`src/rtl/rvsteel_spi_target.sv`:
```
// rvsteel_spi_target: byte-oriented SPI target (responder), MSB first.
//
// The SPI pins are oversampled in the system clock domain. sclk, pico and
// cs pass through 2-flop synchronisers. sclk and cs also keep one previous
// value for edge detection, so a pin change becomes an event 3 clocks later.
//
// Ports:
//   clock, reset       system clock; synchronous active-high reset
//   sclk, pico, cs     SPI inputs from the controller (asynchronous, cs active-low)
//   poci, poci_oe      target-out data and its output enable (high while selected)
//   tx_data/tx_valid   write into the one-byte TX holding buffer
//   tx_ready           holding buffer empty
//   rx_data/rx_valid   last complete received byte and its one-cycle strobe
//   tx_underrun        one-cycle strobe: a byte started with an empty buffer
//   busy               target is selected
//
// Parameters:
//   CPOL  idle level of sclk; the leading edge leaves this level
//   CPHA  0: sample on leading, shift on trailing; 1: shift on leading, sample on trailing
module rvsteel_spi_target #(
  parameter bit CPOL = 1'b0,
  parameter bit CPHA = 1'b0
) (
  input  logic       clock,
  input  logic       reset,
  input  logic       sclk,
  input  logic       pico,
  input  logic       cs,
  output logic       poci,
  output logic       poci_oe,
  input  logic [7:0] tx_data,
  input  logic       tx_valid,
  output logic       tx_ready,
  output logic [7:0] rx_data,
  output logic       rx_valid,
  output logic       tx_underrun,
  output logic       busy
);

  typedef enum logic {IDLE, ACTIVE} state_t;

  state_t      state_q, state_d;
  logic        sclk_s1_q, sclk_s2_q, sclk_prev_q;
  logic        sclk_s1_d, sclk_s2_d, sclk_prev_d;
  logic        pico_s1_q, pico_s2_q;
  logic        pico_s1_d, pico_s2_d;
  logic        cs_s1_q, cs_s2_q, cs_prev_q;
  logic        cs_s1_d, cs_s2_d, cs_prev_d;
  logic [2:0]  bit_cnt_q, bit_cnt_d;
  logic [7:0]  tx_shift_q, tx_shift_d;
  logic [7:0]  rx_shift_q, rx_shift_d;
  logic [7:0]  buf_q, buf_d;
  logic        buf_full_q, buf_full_d;
  logic        poci_q, poci_d;
  logic [7:0]  rx_data_q, rx_data_d;
  logic        rx_valid_q, rx_valid_d;
  logic        tx_underrun_q, tx_underrun_d;

  logic        sclk_lead, sclk_trail, sample_edge, shift_edge;
  logic        cs_fall, cs_rise;
  logic        wr_en, load;

  assign sclk_lead   = (sclk_s2_q != CPOL) && (sclk_prev_q == CPOL);
  assign sclk_trail  = (sclk_s2_q == CPOL) && (sclk_prev_q != CPOL);
  assign sample_edge = CPHA ? sclk_trail : sclk_lead;
  assign shift_edge  = CPHA ? sclk_lead : sclk_trail;
  assign cs_fall     = cs_prev_q && !cs_s2_q;
  assign cs_rise     = !cs_prev_q && cs_s2_q;
  assign wr_en       = tx_valid && !buf_full_q;

  always_comb begin
    sclk_s1_d     = sclk;
    sclk_s2_d     = sclk_s1_q;
    sclk_prev_d   = sclk_s2_q;
    pico_s1_d     = pico;
    pico_s2_d     = pico_s1_q;
    cs_s1_d       = cs;
    cs_s2_d       = cs_s1_q;
    cs_prev_d     = cs_s2_q;
    state_d       = state_q;
    bit_cnt_d     = bit_cnt_q;
    tx_shift_d    = tx_shift_q;
    rx_shift_d    = rx_shift_q;
    buf_d         = buf_q;
    buf_full_d    = buf_full_q;
    poci_d        = poci_q;
    rx_data_d     = rx_data_q;
    rx_valid_d    = 1'b0;
    tx_underrun_d = 1'b0;
    load          = 1'b0;

    case (state_q)
      IDLE: begin
        poci_d    = 1'b0;
        bit_cnt_d = 3'd0;
        if (cs_fall) begin
          state_d = ACTIVE;
          // CPHA=0 must present the MSB before the first leading edge.
          load    = !CPHA;
        end
      end
      ACTIVE: begin
        // A cs edge wins over any sclk edge seen in the same cycle.
        if (cs_rise) begin
          state_d   = IDLE;
          poci_d    = 1'b0;
          bit_cnt_d = 3'd0;
        end else if (sample_edge) begin
          rx_shift_d = {rx_shift_q[6:0], pico_s2_q};
          if (bit_cnt_q == 3'd7) begin
            rx_data_d  = {rx_shift_q[6:0], pico_s2_q};
            rx_valid_d = 1'b1;
            bit_cnt_d  = 3'd0;
          end else begin
            bit_cnt_d = bit_cnt_q + 3'd1;
          end
        end else if (shift_edge) begin
          // Count 0 on a shift edge marks a byte boundary: fetch the next byte.
          if (bit_cnt_q == 3'd0) begin
            load = 1'b1;
          end else begin
            poci_d     = tx_shift_q[6];
            tx_shift_d = {tx_shift_q[6:0], 1'b0};
          end
        end
      end
      default: state_d = IDLE;
    endcase

    if (load) begin
      if (buf_full_q) begin
        tx_shift_d = buf_q;
        poci_d     = buf_q[7];
      end else begin
        tx_shift_d    = 8'h00;
        poci_d        = 1'b0;
        tx_underrun_d = 1'b1;
      end
      buf_full_d = 1'b0;
    end

    // The load above saw the buffer as it was before this cycle's write,
    // so a coincident write survives for the following byte.
    if (wr_en) begin
      buf_full_d = 1'b1;
      buf_d      = tx_data;
    end
  end

  always_ff @(posedge clock) begin
    if (reset) begin
      state_q       <= IDLE;
      sclk_s1_q     <= CPOL;
      sclk_s2_q     <= CPOL;
      sclk_prev_q   <= CPOL;
      pico_s1_q     <= 1'b0;
      pico_s2_q     <= 1'b0;
      cs_s1_q       <= 1'b1;
      cs_s2_q       <= 1'b1;
      cs_prev_q     <= 1'b1;
      bit_cnt_q     <= 3'd0;
      tx_shift_q    <= 8'h00;
      rx_shift_q    <= 8'h00;
      buf_q         <= 8'h00;
      buf_full_q    <= 1'b0;
      poci_q        <= 1'b0;
      rx_data_q     <= 8'h00;
      rx_valid_q    <= 1'b0;
      tx_underrun_q <= 1'b0;
    end else begin
      state_q       <= state_d;
      sclk_s1_q     <= sclk_s1_d;
      sclk_s2_q     <= sclk_s2_d;
      sclk_prev_q   <= sclk_prev_d;
      pico_s1_q     <= pico_s1_d;
      pico_s2_q     <= pico_s2_d;
      cs_s1_q       <= cs_s1_d;
      cs_s2_q       <= cs_s2_d;
      cs_prev_q     <= cs_prev_d;
      bit_cnt_q     <= bit_cnt_d;
      tx_shift_q    <= tx_shift_d;
      rx_shift_q    <= rx_shift_d;
      buf_q         <= buf_d;
      buf_full_q    <= buf_full_d;
      poci_q        <= poci_d;
      rx_data_q     <= rx_data_d;
      rx_valid_q    <= rx_valid_d;
      tx_underrun_q <= tx_underrun_d;
    end
  end

  assign poci        = poci_q;
  assign poci_oe     = (state_q == ACTIVE);
  assign busy        = (state_q == ACTIVE);
  assign tx_ready    = !buf_full_q;
  assign rx_data     = rx_data_q;
  assign rx_valid    = rx_valid_q;
  assign tx_underrun = tx_underrun_q;

endmodule

```
`config.mk`:
```
export PLATFORM = sky130hd
export DESIGN_NAME = rvsteel_spi_target
export DESIGN_NICKNAME = d
export VERILOG_FILES = /design/src/rtl/rvsteel_spi_target.sv
export SDC_FILE = /design/constraint.sdc
export NUM_CORES = 1
export LEC_CHECK = 0
export CELL_PAD_IN_SITES_DETAIL_PLACEMENT = 2
export CELL_PAD_IN_SITES_GLOBAL_PLACEMENT = 2
export CORE_ASPECT_RATIO = 1.1
export CORE_MARGIN = 2
export CORE_UTILIZATION = 32
export DETAILED_ROUTE_END_ITERATION = 8
export PLACE_DENSITY = 0.88
export RECOVER_POWER = 25
export SETUP_SLACK_MARGIN = 0.1
export SYNTH_ARGS = -nofsm -noshare
export SYNTH_HDL_FRONTEND = slang
export SYNTH_SLANG_ARGS = --single-unit
export TNS_END_PERCENT = 1
```
`constraint.sdc`:
```
create_clock -name clock -period 2.7 [get_ports clock]
set_clock_uncertainty 0.1 [all_clocks]
set_input_delay 0.81 -clock clock [delete_from_list [all_inputs] [get_ports clock]]
set_output_delay 0.81 -clock clock [all_outputs]
set_load 0.01 [all_outputs]
```
==> flow_metrics.py <==
metrics = {
    "run_status": {
        "status": "completed",
    },
    "critical_path": {
        "worst-setup-path-type": "reg2out",
        "reg2reg_slack_ns": 0.73,
        "critPathArrivalTime_ns": 1.51,
        "critPathLaunchType": "flop",
        "crit_family": "buffers and inverters",
        "reg2reg_depth": 4,
        "cp-end-kind": "output port",
        "cp_slowest_cell": "clkdlybuf4s50_1",
        "cp.required_ns": 1.79,
        "startpoint": "busy",
        "path_buf_inv": 1,
        "critPathMaxStageDelay_ns": 0.62,
        "endpoint": "busy",
        "reg2reg_from": "sclk_prev_d",
        "crit_cells": 1,
        "worstReg2RegEnd": "rx_data[4]",
        "path_cells": "clkdlybuf4s50_1",
        "path_max_fanout": 12,
    },
    "power_and_ir_drop": {
        "pwr-share-comb": 0.066,
        "intPower_mw": 1.01,
        "p_sw_mw": 0.301,
        "switching_share": 0.229,
        "ir_drop_mv": 0.380,
        "clockPowerShare": 0.389,
        "powerDensity_mw_per_mm2": 602,
        "leakagePower_nw": 0.915,
        "total_power_mw": 1.31,
        "seqPwrFrac": 0.545,
    },
    "synthesis": {
        "ys_seq_area_frac": 0.521,
        "synthCells": 192,
        "syn_avg_cell_area_um2": 9.20,
        "ys.flop_type": "dfxtp_1",
        "synth_area_mm2": 0.00177,
        "synth_edf_count": 0,
        "synthDistinctLibCells": 31,
        "synth-seq-cells": 46,
        "synthArstFlopShare": 0,
        "yosysWarnings": 0,
        "synth_area_leaders": "dfxtp_1 (52%), mux2i_1 (8.5%), nand2_1 (6.2%), nor2_1 (4.0%), a21oi_1 (4.0%)",
        "yosys.area.top_type": "dfxtp_1",
        "synth.top_cell.area_share": 0.521,
        "syn_nets": 209,
    },
    "final_layout": {
        "mostFrequentLayoutCell": "dfxtp_1",
        "multiInputGateArea_um2": 739,
        "antenna_cells": 0,
        "final_nets": 233,
        "drive_gt1_frac": 0.0691,
        "mostFrequentLayoutCells": "dfxtp_1 (45), nand2_1 (29), clkdlybuf4s50_1 (26), nor2_1 (19), mux2i_1 (15)",
        "seqCellArea_um2": 922,
        "fin_area_mm2": 0.00218,
        "syn2layout_area_growth_pct": 23.4,
        "final.fill_count": 586,
    },
    "timing": {
        "period_share": 0.898,
        "hold_viol": 0,
        "finalSetupTns_ns": 0,
        "drv_slew": 0,
        "period_needed_ns": 2.42,
        "fmax_mhz": 413,
        "worstMarginPinSlew_ns": 0.694,
        "setup_viol": 0,
        "hold_ws_ns": 0.321,
        "rsz0062_at_grt": "no",
        "relSlewSlack": 0.535,
    },
    "grt": {
        "gr-total-overflow": 0,
        "antenna_found_initial": 0,
        "grt_max_degree": 36,
        "first_global_vias": 1446,
        "track_usage": 0.161,
        "grt_pass1_wl_um": 7260,
    },
    "placed_design": {
        "gp_congestion": 0.673,
        "port_buffers": 27,
        "placed_area_mm2": 0.00207,
        "dp_hpwl_um": 2930,
    },
    "routing": {
        "ant_nets": 0,
        "drc": 0,
        "firstDrtPassIters": 3,
        "via_count": 1360,
        "drt-total-wl_um": 4430,
        "vias_per_cell": 4.66,
        "drt_iter0_drc": 29,
        "wl_per_cell_um": 15.2,
    },
    "cts": {
        "clkTransAtPathRegs_ns": 0.09,
        "cts_max_level": 2,
        "cts_tree": "built",
        "cts-root-buf": "clkbuf_8",
        "cts_max_path_buffers": 2,
        "cts_buffers": 5,
        "cts.sinks": 46,
        "clk_latency_ns": 0.31,
    },
    "floorplan": {
        "core_area_mm2": 0.00536,
        "num_rows": 28,
        "die-area_mm2": 0.00613,
        "die_w_um": 74.8,
        "die_y_um": 81.9,
        "io_pins": 28,
        "initial_core_util": 0.330,
    },
    "min_path": {
        "whs_path_depth": 1,
        "worstHoldPathType": "reg2reg",
    },
    "job": {
        "cap_violations": 0,
    },
}
[repair_timing]
action,4_1_cts,5_1_grt
endpoints found under the setup margin,0,1
hold buffers,0,0
resized for setup,0,1
setup buffers,0,0
[cells by family after synthesis]
logic type,Yosys count,share of synthesized area
muxes,15,0.0850
buffers and inverters,22,0.0602
DFF,46,0.521
AOI/OAI and AO/OA,32,0.115
adders and majority gates,3,0.0212
and+or+nand+nor,74,0.198
[cell type report]
type                    instances  share of cell area
clock inverters                 3              0.0184
flip-flops and latches         46               0.423
well taps                      75              0.0430
clock buffers                   5              0.0316
inverters                      11              0.0189
repair buffers                 28               0.126
multi-input cells             124               0.339
[sequential cells by signal, summed over array words and instances (netlist names)]
signal / flops
cs_prev_d: 1
sclk_s1_q: 1
sclk_prev_q: 1
busy: 1
buf_full_q: 1
sclk_prev_d: 1
rx_shift_q: 7
tx_underrun: 1
bit_cnt_q: 3
cs_prev_q: 1
pico_s1_q: 1
rx_data: 8
cs_s1_q: 1
rx_valid: 1
pico_s2_q: 1
buf_q: 8
poci: 1
tx_shift_q: 7
[cell usage after synthesis, types with 2 or more instances]
master and n:
nor2_1 19, clkbuf_1 6, a221oi_1 6, ha_1 3, dfxtp_1 46, nand2_1 29, nand4_1 2, or2_2 3
buf_6 2, a21oi_1 14, inv_1 11, nand2b_1 3, mux2i_1 15, o21ai_0 6, and3_1 2, nand3b_1 2
buf_4 2, nor2b_1 8
[worst min-delay path by stage]
stage | from | end | slack (ns)
after floorplan | cs_s1_q | cs_prev_d | 0.29
after global placement | cs_s1_q | cs_prev_d | 0.29
after detailed placement | cs_s1_q | cs_prev_d | 0.31
after CTS | cs_s1_q | cs_prev_d | 0.33
after global routing | cs_s1_q | cs_prev_d | 0.36
final | cs_s1_q | cs_prev_d | 0.32
[metal layers]
| metal | up-vias | global-route usage | part of all wire |
|---|---|---|---|
| li1 | 686 | - | - |
| met1 | 646 | 0.196 | 0.46 |
| met2 | 21 | 0.275 | 0.49 |
| met3 | 7 | 0.0331 | 0.026 |
| met4 | 0 | 0.0643 | 0.018 |
| met5 | - | 0 | 0 |
[metrics by stage]
| stage | instances | worst slack (ns) | util |
|---|---|---|---|
| after floorplan | 192 | 0.955 | - |
| after global placement | 284 | 0.440 | 0.387 |
| after detailed placement | 284 | 0.430 | 0.387 |
| after CTS | 292 | 0.138 | 0.407 |
| after global routing | 292 | 0.189 | 0.407 |
| final | 292 | 0.276 | 0.407 |
[power by group through the flow]
stage               sequential (mW)  clock [mW]  combinational (mW)
floorplan                     0.722           0              0.0564
global placement              0.729           0              0.0837
detailed placement            0.730           0              0.0861
CTS                           0.716       0.524              0.0885
global route                  0.720       0.556              0.0969
finish                        0.716       0.510              0.0868
(Power assumes the default switching activity.)
